## config.mk

```make
export PLATFORM = sky130hd
export DESIGN_NAME = tone_synth
export DESIGN_NICKNAME = d
export VERILOG_FILES = /design/src/rtl/tone_pkg.sv /design/src/rtl/tone_channel.sv /design/src/rtl/tone_synth.sv
export SDC_FILE = /design/constraint.sdc
export NUM_CORES = 1
export LEC_CHECK = 0
export CORE_ASPECT_RATIO = 2
export CORE_MARGIN = 5
export CORE_UTILIZATION = 55
export CTS_BUF_LIST = sky130_fd_sc_hd__clkbuf_4 sky130_fd_sc_hd__clkbuf_8
export CTS_CLUSTER_SIZE = 24
export DETAILED_ROUTE_END_ITERATION = 16
export HOLD_SLACK_MARGIN = 0.08
export PLACE_DENSITY = 0.73
export REMOVE_ABC_BUFFERS = 1
export SETUP_SLACK_MARGIN = 0.05
export SYNTH_ARGS = -nofsm -noshare
export SYNTH_HDL_FRONTEND = slang
export SYNTH_SLANG_ARGS = --single-unit
export TNS_END_PERCENT = 1
```

## constraint.sdc

```tcl
create_clock -name clk -period 5.2 [get_ports clk]
set_input_delay 0.78 -clock clk [delete_from_list [all_inputs] [get_ports clk]]
set_output_delay 0.78 -clock clk [all_outputs]
set_load 0.05 [all_outputs]
```

## src/rtl/tone_pkg.sv

```systemverilog
// Shared definitions for the tone synthesizer: note encoding, base frequency table and half-period math.
// Latency: n/a (compile-time constants and an elaboration-time helper function only).
// Backpressure: n/a.
package tone_pkg;

    // Note encoding on cmd_note; anything at or above NOTE_REST_MIN is a rest.
    localparam logic [3:0] NOTE_A        = 4'd0;
    localparam logic [3:0] NOTE_AS       = 4'd1;
    localparam logic [3:0] NOTE_B        = 4'd2;
    localparam logic [3:0] NOTE_C        = 4'd3;
    localparam logic [3:0] NOTE_CS       = 4'd4;
    localparam logic [3:0] NOTE_D        = 4'd5;
    localparam logic [3:0] NOTE_DS       = 4'd6;
    localparam logic [3:0] NOTE_E        = 4'd7;
    localparam logic [3:0] NOTE_F        = 4'd8;
    localparam logic [3:0] NOTE_FS       = 4'd9;
    localparam logic [3:0] NOTE_G        = 4'd10;
    localparam logic [3:0] NOTE_GS       = 4'd11;
    localparam logic [3:0] NOTE_REST_MIN = 4'd12;

    // Octave-0 note frequencies in millihertz (A = 55 Hz).
    localparam int unsigned F_MHZ [12] = '{
        55000, 58270, 61735, 65406, 69296, 73416,
        77782, 82407, 87307, 92499, 97999, 103826
    };

    typedef enum logic {
        CH_IDLE = 1'b0,
        CH_PLAY = 1'b1
    } ch_state_t;

    // Clock cycles per half period, rounded to nearest, shifted down per octave, never below 1.
    // Only ever called with constant arguments so it folds away at elaboration.
    function automatic int unsigned half_period(input longint unsigned clk_hz,
                                                input logic [3:0]      note,
                                                input logic [2:0]      octave);
        longint unsigned f;
        longint unsigned h;
        f = (note < NOTE_REST_MIN) ? 64'(F_MHZ[note]) : 64'(F_MHZ[0]);
        h = (clk_hz * 64'd500 + f / 64'd2) / f;
        h = h >> octave;
        if (h == 64'd0) begin
            h = 64'd1;
        end
        return 32'(h);
    endfunction

endpackage

```

## src/rtl/tone_channel.sv

```systemverilog
// One tone channel: IDLE/PLAY FSM, half-period counter, duration counter and square-wave register.
// Latency: state loads on the edge after start; first wave toggle one half-period later.
// Backpressure: none here; the parent only asserts start while busy is low. Ports: start/stop/tick
// controls, note/octave/dur command fields, busy and wave outputs.
module tone_channel
    import tone_pkg::*;
#(
    parameter int unsigned CLK_HZ = 12000000,
    parameter int          DUR_W  = 16
) (
    input  logic             clk,
    input  logic             rst_n,
    input  logic             start,
    input  logic             stop,
    input  logic             tick,
    input  logic [3:0]       note,
    input  logic [2:0]       octave,
    input  logic [DUR_W-1:0] dur,
    output logic             busy,
    output logic             wave
);

    // Note A has the lowest frequency, so its half period sizes the counter.
    localparam int P_W = $clog2(half_period(64'(CLK_HZ), NOTE_A, 3'd0) + 1);

    ch_state_t        state, state_nxt;
    logic [P_W-1:0]   half_cnt, half_nxt;
    logic [P_W-1:0]   half_rld, rld_nxt;
    logic [DUR_W-1:0] dur_cnt, dur_nxt;
    logic             wave_q, wave_nxt;
    logic             rest_q, rest_nxt;

    logic [P_W-1:0]   base;
    logic [P_W-1:0]   shifted;
    logic [P_W-1:0]   eff_m1;

    // Octave-0 half period for the commanded note; rests borrow A's value (it is never audible).
    always_comb begin
        base = P_W'(half_period(64'(CLK_HZ), NOTE_A, 3'd0));
        case (note)
            NOTE_AS: base = P_W'(half_period(64'(CLK_HZ), NOTE_AS, 3'd0));
            NOTE_B:  base = P_W'(half_period(64'(CLK_HZ), NOTE_B,  3'd0));
            NOTE_C:  base = P_W'(half_period(64'(CLK_HZ), NOTE_C,  3'd0));
            NOTE_CS: base = P_W'(half_period(64'(CLK_HZ), NOTE_CS, 3'd0));
            NOTE_D:  base = P_W'(half_period(64'(CLK_HZ), NOTE_D,  3'd0));
            NOTE_DS: base = P_W'(half_period(64'(CLK_HZ), NOTE_DS, 3'd0));
            NOTE_E:  base = P_W'(half_period(64'(CLK_HZ), NOTE_E,  3'd0));
            NOTE_F:  base = P_W'(half_period(64'(CLK_HZ), NOTE_F,  3'd0));
            NOTE_FS: base = P_W'(half_period(64'(CLK_HZ), NOTE_FS, 3'd0));
            NOTE_G:  base = P_W'(half_period(64'(CLK_HZ), NOTE_G,  3'd0));
            NOTE_GS: base = P_W'(half_period(64'(CLK_HZ), NOTE_GS, 3'd0));
            default: ;
        endcase
    end

    // Effective half period is max(1, base >> octave); the counter runs from that minus one down to 0.
    always_comb begin
        shifted = base >> octave;
        eff_m1  = (shifted == '0) ? '0 : shifted - P_W'(1);
    end

    always_comb begin
        state_nxt = state;
        half_nxt  = half_cnt;
        rld_nxt   = half_rld;
        dur_nxt   = dur_cnt;
        wave_nxt  = wave_q;
        rest_nxt  = rest_q;
        if (stop) begin
            state_nxt = CH_IDLE;
            wave_nxt  = 1'b0;
        end else begin
            case (state)
                CH_IDLE: begin
                    if (start) begin
                        state_nxt = CH_PLAY;
                        dur_nxt   = dur;
                        wave_nxt  = 1'b0;
                        half_nxt  = eff_m1;
                        rld_nxt   = eff_m1;
                        rest_nxt  = (note >= NOTE_REST_MIN);
                    end
                end
                CH_PLAY: begin
                    if (tick && (dur_cnt == DUR_W'(1))) begin
                        state_nxt = CH_IDLE;
                        wave_nxt  = 1'b0;
                    end else begin
                        if (tick) begin
                            dur_nxt = dur_cnt - DUR_W'(1);
                        end
                        if (half_cnt == '0) begin
                            half_nxt = half_rld;
                            if (!rest_q) begin
                                wave_nxt = ~wave_q;
                            end
                        end else begin
                            half_nxt = half_cnt - P_W'(1);
                        end
                    end
                end
                default: state_nxt = CH_IDLE;
            endcase
        end
    end

    always_ff @(posedge clk) begin
        if (!rst_n) begin
            state    <= CH_IDLE;
            half_cnt <= '0;
            half_rld <= '0;
            dur_cnt  <= '0;
            wave_q   <= 1'b0;
            rest_q   <= 1'b0;
        end else begin
            state    <= state_nxt;
            half_cnt <= half_nxt;
            half_rld <= rld_nxt;
            dur_cnt  <= dur_nxt;
            wave_q   <= wave_nxt;
            rest_q   <= rest_nxt;
        end
    end

    assign busy = (state == CH_PLAY);
    assign wave = wave_q;

endmodule

```

## src/rtl/tone_synth.sv

```systemverilog
// Multi-channel square-wave tone generator with duration sequencing and a sigma-delta 1-bit mixer.
// Latency: command to channel state one edge; ch_wave to speaker one edge.
// Backpressure: cmd_ready drops when the target channel is busy, the channel index is out of range,
// stop_all is high or reset is asserted. Ports: cmd_* command bus, stop_all abort, busy/ch_wave per
// channel, speaker mixed output.
module tone_synth
    import tone_pkg::*;
#(
    parameter  int          NUM_CH  = 2,
    parameter  int unsigned CLK_HZ  = 12000000,
    parameter  int unsigned TICK_HZ = 1000,
    parameter  int          DUR_W   = 16,
    localparam int          CH_W    = (NUM_CH > 1) ? $clog2(NUM_CH) : 1
) (
    input  logic              clk,
    input  logic              rst_n,
    input  logic              cmd_valid,
    output logic              cmd_ready,
    input  logic [CH_W-1:0]   cmd_ch,
    input  logic [3:0]        cmd_note,
    input  logic [2:0]        cmd_octave,
    input  logic [DUR_W-1:0]  cmd_dur,
    input  logic              stop_all,
    output logic [NUM_CH-1:0] busy,
    output logic [NUM_CH-1:0] ch_wave,
    output logic              speaker
);

    localparam int unsigned TICK_DIV = CLK_HZ / TICK_HZ;
    localparam int          TW       = (TICK_DIV > 1) ? $clog2(TICK_DIV) : 1;
    // Wide enough for e + popcount, which is below 2*NUM_CH.
    localparam int          MIX_W    = $clog2(2 * NUM_CH + 1);

    // ---------------- tick prescaler ----------------
    logic [TW-1:0] pre_cnt;
    logic          tick;

    assign tick = (pre_cnt == TW'(TICK_DIV - 1));

    always_ff @(posedge clk) begin
        if (!rst_n) begin
            pre_cnt <= '0;
        end else if (tick) begin
            pre_cnt <= '0;
        end else begin
            pre_cnt <= pre_cnt + TW'(1);
        end
    end

    // ---------------- command decode ----------------
    logic              sel_busy;
    logic              accept;
    logic [NUM_CH-1:0] start_vec;

    // An index with no matching channel looks permanently busy, so it is never accepted.
    always_comb begin
        sel_busy = 1'b1;
        for (int i = 0; i < NUM_CH; i++) begin
            if (cmd_ch == CH_W'(i)) begin
                sel_busy = busy[i];
            end
        end
    end

    assign cmd_ready = rst_n && !stop_all && !sel_busy;
    assign accept    = cmd_valid && cmd_ready;

    // A zero-duration command completes the handshake but starts nothing.
    always_comb begin
        start_vec = '0;
        for (int i = 0; i < NUM_CH; i++) begin
            start_vec[i] = accept && (cmd_dur != '0) && (cmd_ch == CH_W'(i));
        end
    end

    // ---------------- channels ----------------
    for (genvar g = 0; g < NUM_CH; g++) begin : g_ch
        tone_channel #(
            .CLK_HZ (CLK_HZ),
            .DUR_W  (DUR_W)
        ) u_ch (
            .clk    (clk),
            .rst_n  (rst_n),
            .start  (start_vec[g]),
            .stop   (stop_all),
            .tick   (tick),
            .note   (cmd_note),
            .octave (cmd_octave),
            .dur    (cmd_dur),
            .busy   (busy[g]),
            .wave   (ch_wave[g])
        );
    end

    // ---------------- sigma-delta mixer ----------------
    logic [MIX_W-1:0] wave_sum;
    logic [MIX_W-1:0] mix_err;
    logic [MIX_W-1:0] mix_t;

    always_comb begin
        wave_sum = '0;
        for (int i = 0; i < NUM_CH; i++) begin
            wave_sum = wave_sum + MIX_W'(ch_wave[i]);
        end
        mix_t = mix_err + wave_sum;
    end

    // Emit a 1 whenever the accumulated level reaches a full-scale unit; keep the remainder.
    always_ff @(posedge clk) begin
        if (!rst_n) begin
            mix_err <= '0;
            speaker <= 1'b0;
        end else if (mix_t >= MIX_W'(NUM_CH)) begin
            mix_err <= mix_t - MIX_W'(NUM_CH);
            speaker <= 1'b1;
        end else begin
            mix_err <= mix_t;
            speaker <= 1'b0;
        end
    end

endmodule

```

==> flow_summary_export.csv <==
group,metric,value,unit
critical_path,max_stage_delay,0.68,ns
final_layout,nNetsFinal,1187,
logic_synthesis,syn_area,0.00842,mm²
routing,drtPass1Iterations,5,
cts,cts_buffers,17,
cts,cts_tree,"done",
routing,routedWlPerCell,19.8,µm
cts,clkTransAtPathRegs,0.07,ns
grt,grt-busiest-layer,"met2",
grt,grt_pass1_wl,43.0,mm
logic_synthesis,synth-seq-cells,124,
flow_run,cap_violations,0,
routing,first_iter_violations,647,
routing,wirelength,26.8,mm
grt,use_met3,5.35,%
grt,grt_max_degree,64,
logic_synthesis,seq_area_frac_synth,29.5,%
cts,post_cts_buffers,0,
grt,antenna_found_initial,0,
critical_path,r2r_start,"g_ch[1].u_ch.half_cnt[0]$_SDFFE_PN0P_",
routing,routed-via-count,8699,
grt,grtUsageMet2,57.8,%
floorplan,dieArea,0.0180,mm²
cts,cts_buffer_depth,2,
sta,fin_crit_sh,88.9,%
critical_path,startpoint_type,"input pin",
sta,holdWs,0.454,ns
sta,hold_viol_final,0,
final_layout,antenna_cells,0,
sta,rsz0062_at_grt,"false",
logic_synthesis,synthCells,1121,
critical_path,worstPathCellList,"clkdlybuf4s50_1, inv_1, ha_1, a21oi_1, a2111oi_0, a311oi_1, o21a_1, nor3_1, inv_1, ha_1, o211ai_1, nor4b_4, buf_12, a21oi_1, nand2_1, a31oi_1",
cts,cts_sinks,124,
logic_synthesis,ys_types,93,
floorplan,start_util,55.3,%
final_layout,final_layout_size_suffix_gt1_share,11.5,%
power_and_ir_drop,power.density,275,mW/mm²
final_layout,area_growth,12.2,%
cts,htree_levels,4,
critical_path,crit_type,"input pin to flop",
critical_path,cp.required,5.58,ns
critical_path,endpoint_kind,"flop",
final_layout,stdcell_count,1353,
placement,post-place-ws,0.185,ns
cts,clk_latency,0.46,ns
logic_synthesis,ys.warnings.count,0,
outcome,status,"complete, no violations",
grt,use_met1,27.2,%
final_layout,layout_common_cells,"dfxtp_1, nor2_1, nand2_1",
sta,drv_slew,0,
sta,max_freq,216,MHz
sta,setup_viol,0,
sta,worst_pin_slew,0.921,ns
sta,fin_tns_setup,0,ns
logic_synthesis,async_flop_share,0,%
cts,ctsResizeCount,0,
cts,cts-root-buf,"clkbuf_8",
final_layout,final_common_cell,"dfxtp_1",
logic_synthesis,synth_area_per_cell,7.51,µm²
grt,grt-ovfl-total,0,
sta,fin_ws,0.579,ns
critical_path,rrSetupSlack,1.87,ns
power_and_ir_drop,peakVddDrop,0.143,mV
hold_path,hp-class,"flop to flop",
power_and_ir_drop,p_leak,3.58,nW
placement,routabilityCongestion,1.09,
routing,final_antenna_net_count,0,
critical_path,path_buf_inv,4,
sta,max_slew_margin,38.6,%
critical_path,worst-path-max-fanout,22,
hold_path,whs_path_depth,2,
logic_synthesis,synth-edff-count,0,
hold_path,hp-start,"g_ch[1].u_ch.half_rld[5]$_SDFFE_PN0P_",
floorplan,rows,64,
critical_path,critical_path.top_delay_family,"compound AO/OA/AOI/OAI gates",
grt,grt_pass1_vias,8375,
cts,holdBufCountCts,0,
final_layout,finalCoreUtilization,62.1,%
hold_path,worstHoldEndpoint,"g_ch[1].u_ch.half_rld[5]$_SDFFE_PN0P_",
critical_path,r2r_cells,12,
floorplan,core,0.0152,mm²
critical_path,arrival,5.00,ns
routing,via_per_inst,6.43,
routing,drc,0,
sta,finalCriticalPeriod,4.62,ns
placement,dp.cells,1321,
placement,dp_hpwl,19.9,mm
floorplan,die_x,97.5,µm
logic_synthesis,synth_ff_type,"dfxtp_1",
critical_path,r2r-end,"g_ch[1].u_ch.half_cnt[0]$_SDFFE_PN0P_",
grt,grt_usage,30.0,%
floorplan,fp.dieH,185,µm
critical_path,critical_path.slowest_cell,"a2111oi_0",
sta,fin_worst_skew,0.00771,ns
placement,portBuffers,33,
floorplan,pin_count,34,
## power breakdown
group          switching, W  internal, W  total (W)
Sequential        0.0000236     0.000974   0.000998
Clock              0.000379     0.000523   0.000903
Combinational      0.000439     0.000260   0.000699
Total              0.000842      0.00176    0.00260
## cells in the mapped netlist, types with 4 or more instances
master	count	share of area, %
a211oi_1	9	0.80
buf_4	7	0.62
clkbuf_1	58	2.6
o211ai_1	24	2.1
xor2_1	24	2.5
o21ai_0	73	4.3
a221oi_1	7	0.73
and2_1	14	1.0
buf_2	8	0.48
nor4_1	20	1.5
ha_1	16	2.4
o21a_1	14	1.2
dfxtp_1	124	29
o22ai_1	8	0.59
inv_1	30	1.3
a21o_1	6	0.54
buf_6	7	0.94
xnor2_1	18	1.9
o41ai_1	4	0.42
and3_1	9	0.67
or3_1	18	1.3
nand3_1	25	1.5
o31ai_1	7	0.62
mux2i_1	8	0.95
a31oi_1	30	2.2
nand4_1	9	0.67
o2111ai_1	4	0.42
o21ai_1	9	0.54
or4_1	6	0.54
a22oi_1	15	1.3
nor3b_1	4	0.36
o2bb2ai_1	4	0.42
nor2_1	120	5.4
nand2_1	117	5.2
o221a_2	9	1.2
nor2b_1	12	0.89
a21oi_1	97	5.8
a32o_1	5	0.59
nor3_1	39	2.3
nand2b_1	11	0.82
## worst min-delay path: stages, from the launching register on
cell,delay (ns)
dfxtp_1,0.31
nand2_1,0.05
a21oi_1,0.05
## flip-flops by register name, summed over array words and instances (netlist names)
signal	count
g_ch.u_ch.half_cnt	34
g_ch.u_ch.half_rld	34
g_ch.u_ch.dur_cnt	32
pre_cnt	14
mix_err	3
g_ch.u_ch.busy	2
g_ch.u_ch.rest_q	2
g_ch.u_ch.wave	2
speaker	1
## cell type report
cell class,instances,area [µm²]
flip-flops and latches,124,2480
clock inverters,6,80.1
multi-input cells,880,5400
inverters,32,120
well taps,198,248
repair buffers,87,768
fillers,1404,5770
clock buffers,26,345
## kinds of logic (layout without fill, tap and decap cells)
family	count (synthesis)	count (layout)	synth area share [%]
DFF	124	124	29.5
AOI/OAI and AO/OA	371	371	29.3
and+or+nand+nor	440	440	26.6
xor gates and xnor gates	42	42	4.37
adders and majority gates	17	17	2.62
muxes	10	10	1.25
buffers and inverters	117	151	6.42
## metal layers
| metal | part of all wire (%) | wire length, µm |
|---|---|---|
| met5 | 0 | 0 |
| met4 | 7.9 | 2120 |
| met3 | 4.4 | 1170 |
| met2 | 55 | 14700 |
| met1 | 33 | 8870 |
## worst max path at each step
stage	to	slack, ns	from	cells after the start
after detailed placement	g_ch[1].u_ch.half_cnt[14]$_SDFFE_PN0P_	0.18	cmd_note[3]	17
after floorplan	g_ch[0].u_ch.dur_cnt[10]$_SDFFE_PN0P_	0.05	g_ch[0].u_ch.busy$_SDFF_PP0_	8
after CTS	g_ch[1].u_ch.half_cnt[14]$_SDFFE_PN0P_	0.68	cmd_note[3]	17
final	g_ch[0].u_ch.half_cnt[8]$_SDFFE_PN0P_	0.58	cmd_note[3]	16
after global routing	g_ch[1].u_ch.half_cnt[16]$_SDFFE_PN0P_	0.39	cmd_note[2]	18
after global placement	g_ch[1].u_ch.half_cnt[14]$_SDFFE_PN0P_	0.27	cmd_note[3]	17
## metrics by stage
stage	cell area, µm²	total power [W]
global placement	9020	0.00170
detailed placement	9020	0.00170
global route	9440	0.00271
floorplan	8000	0.00143
finish	9440	0.00260
CTS	9440	0.00260
Power figures use the tool's default switching activity.
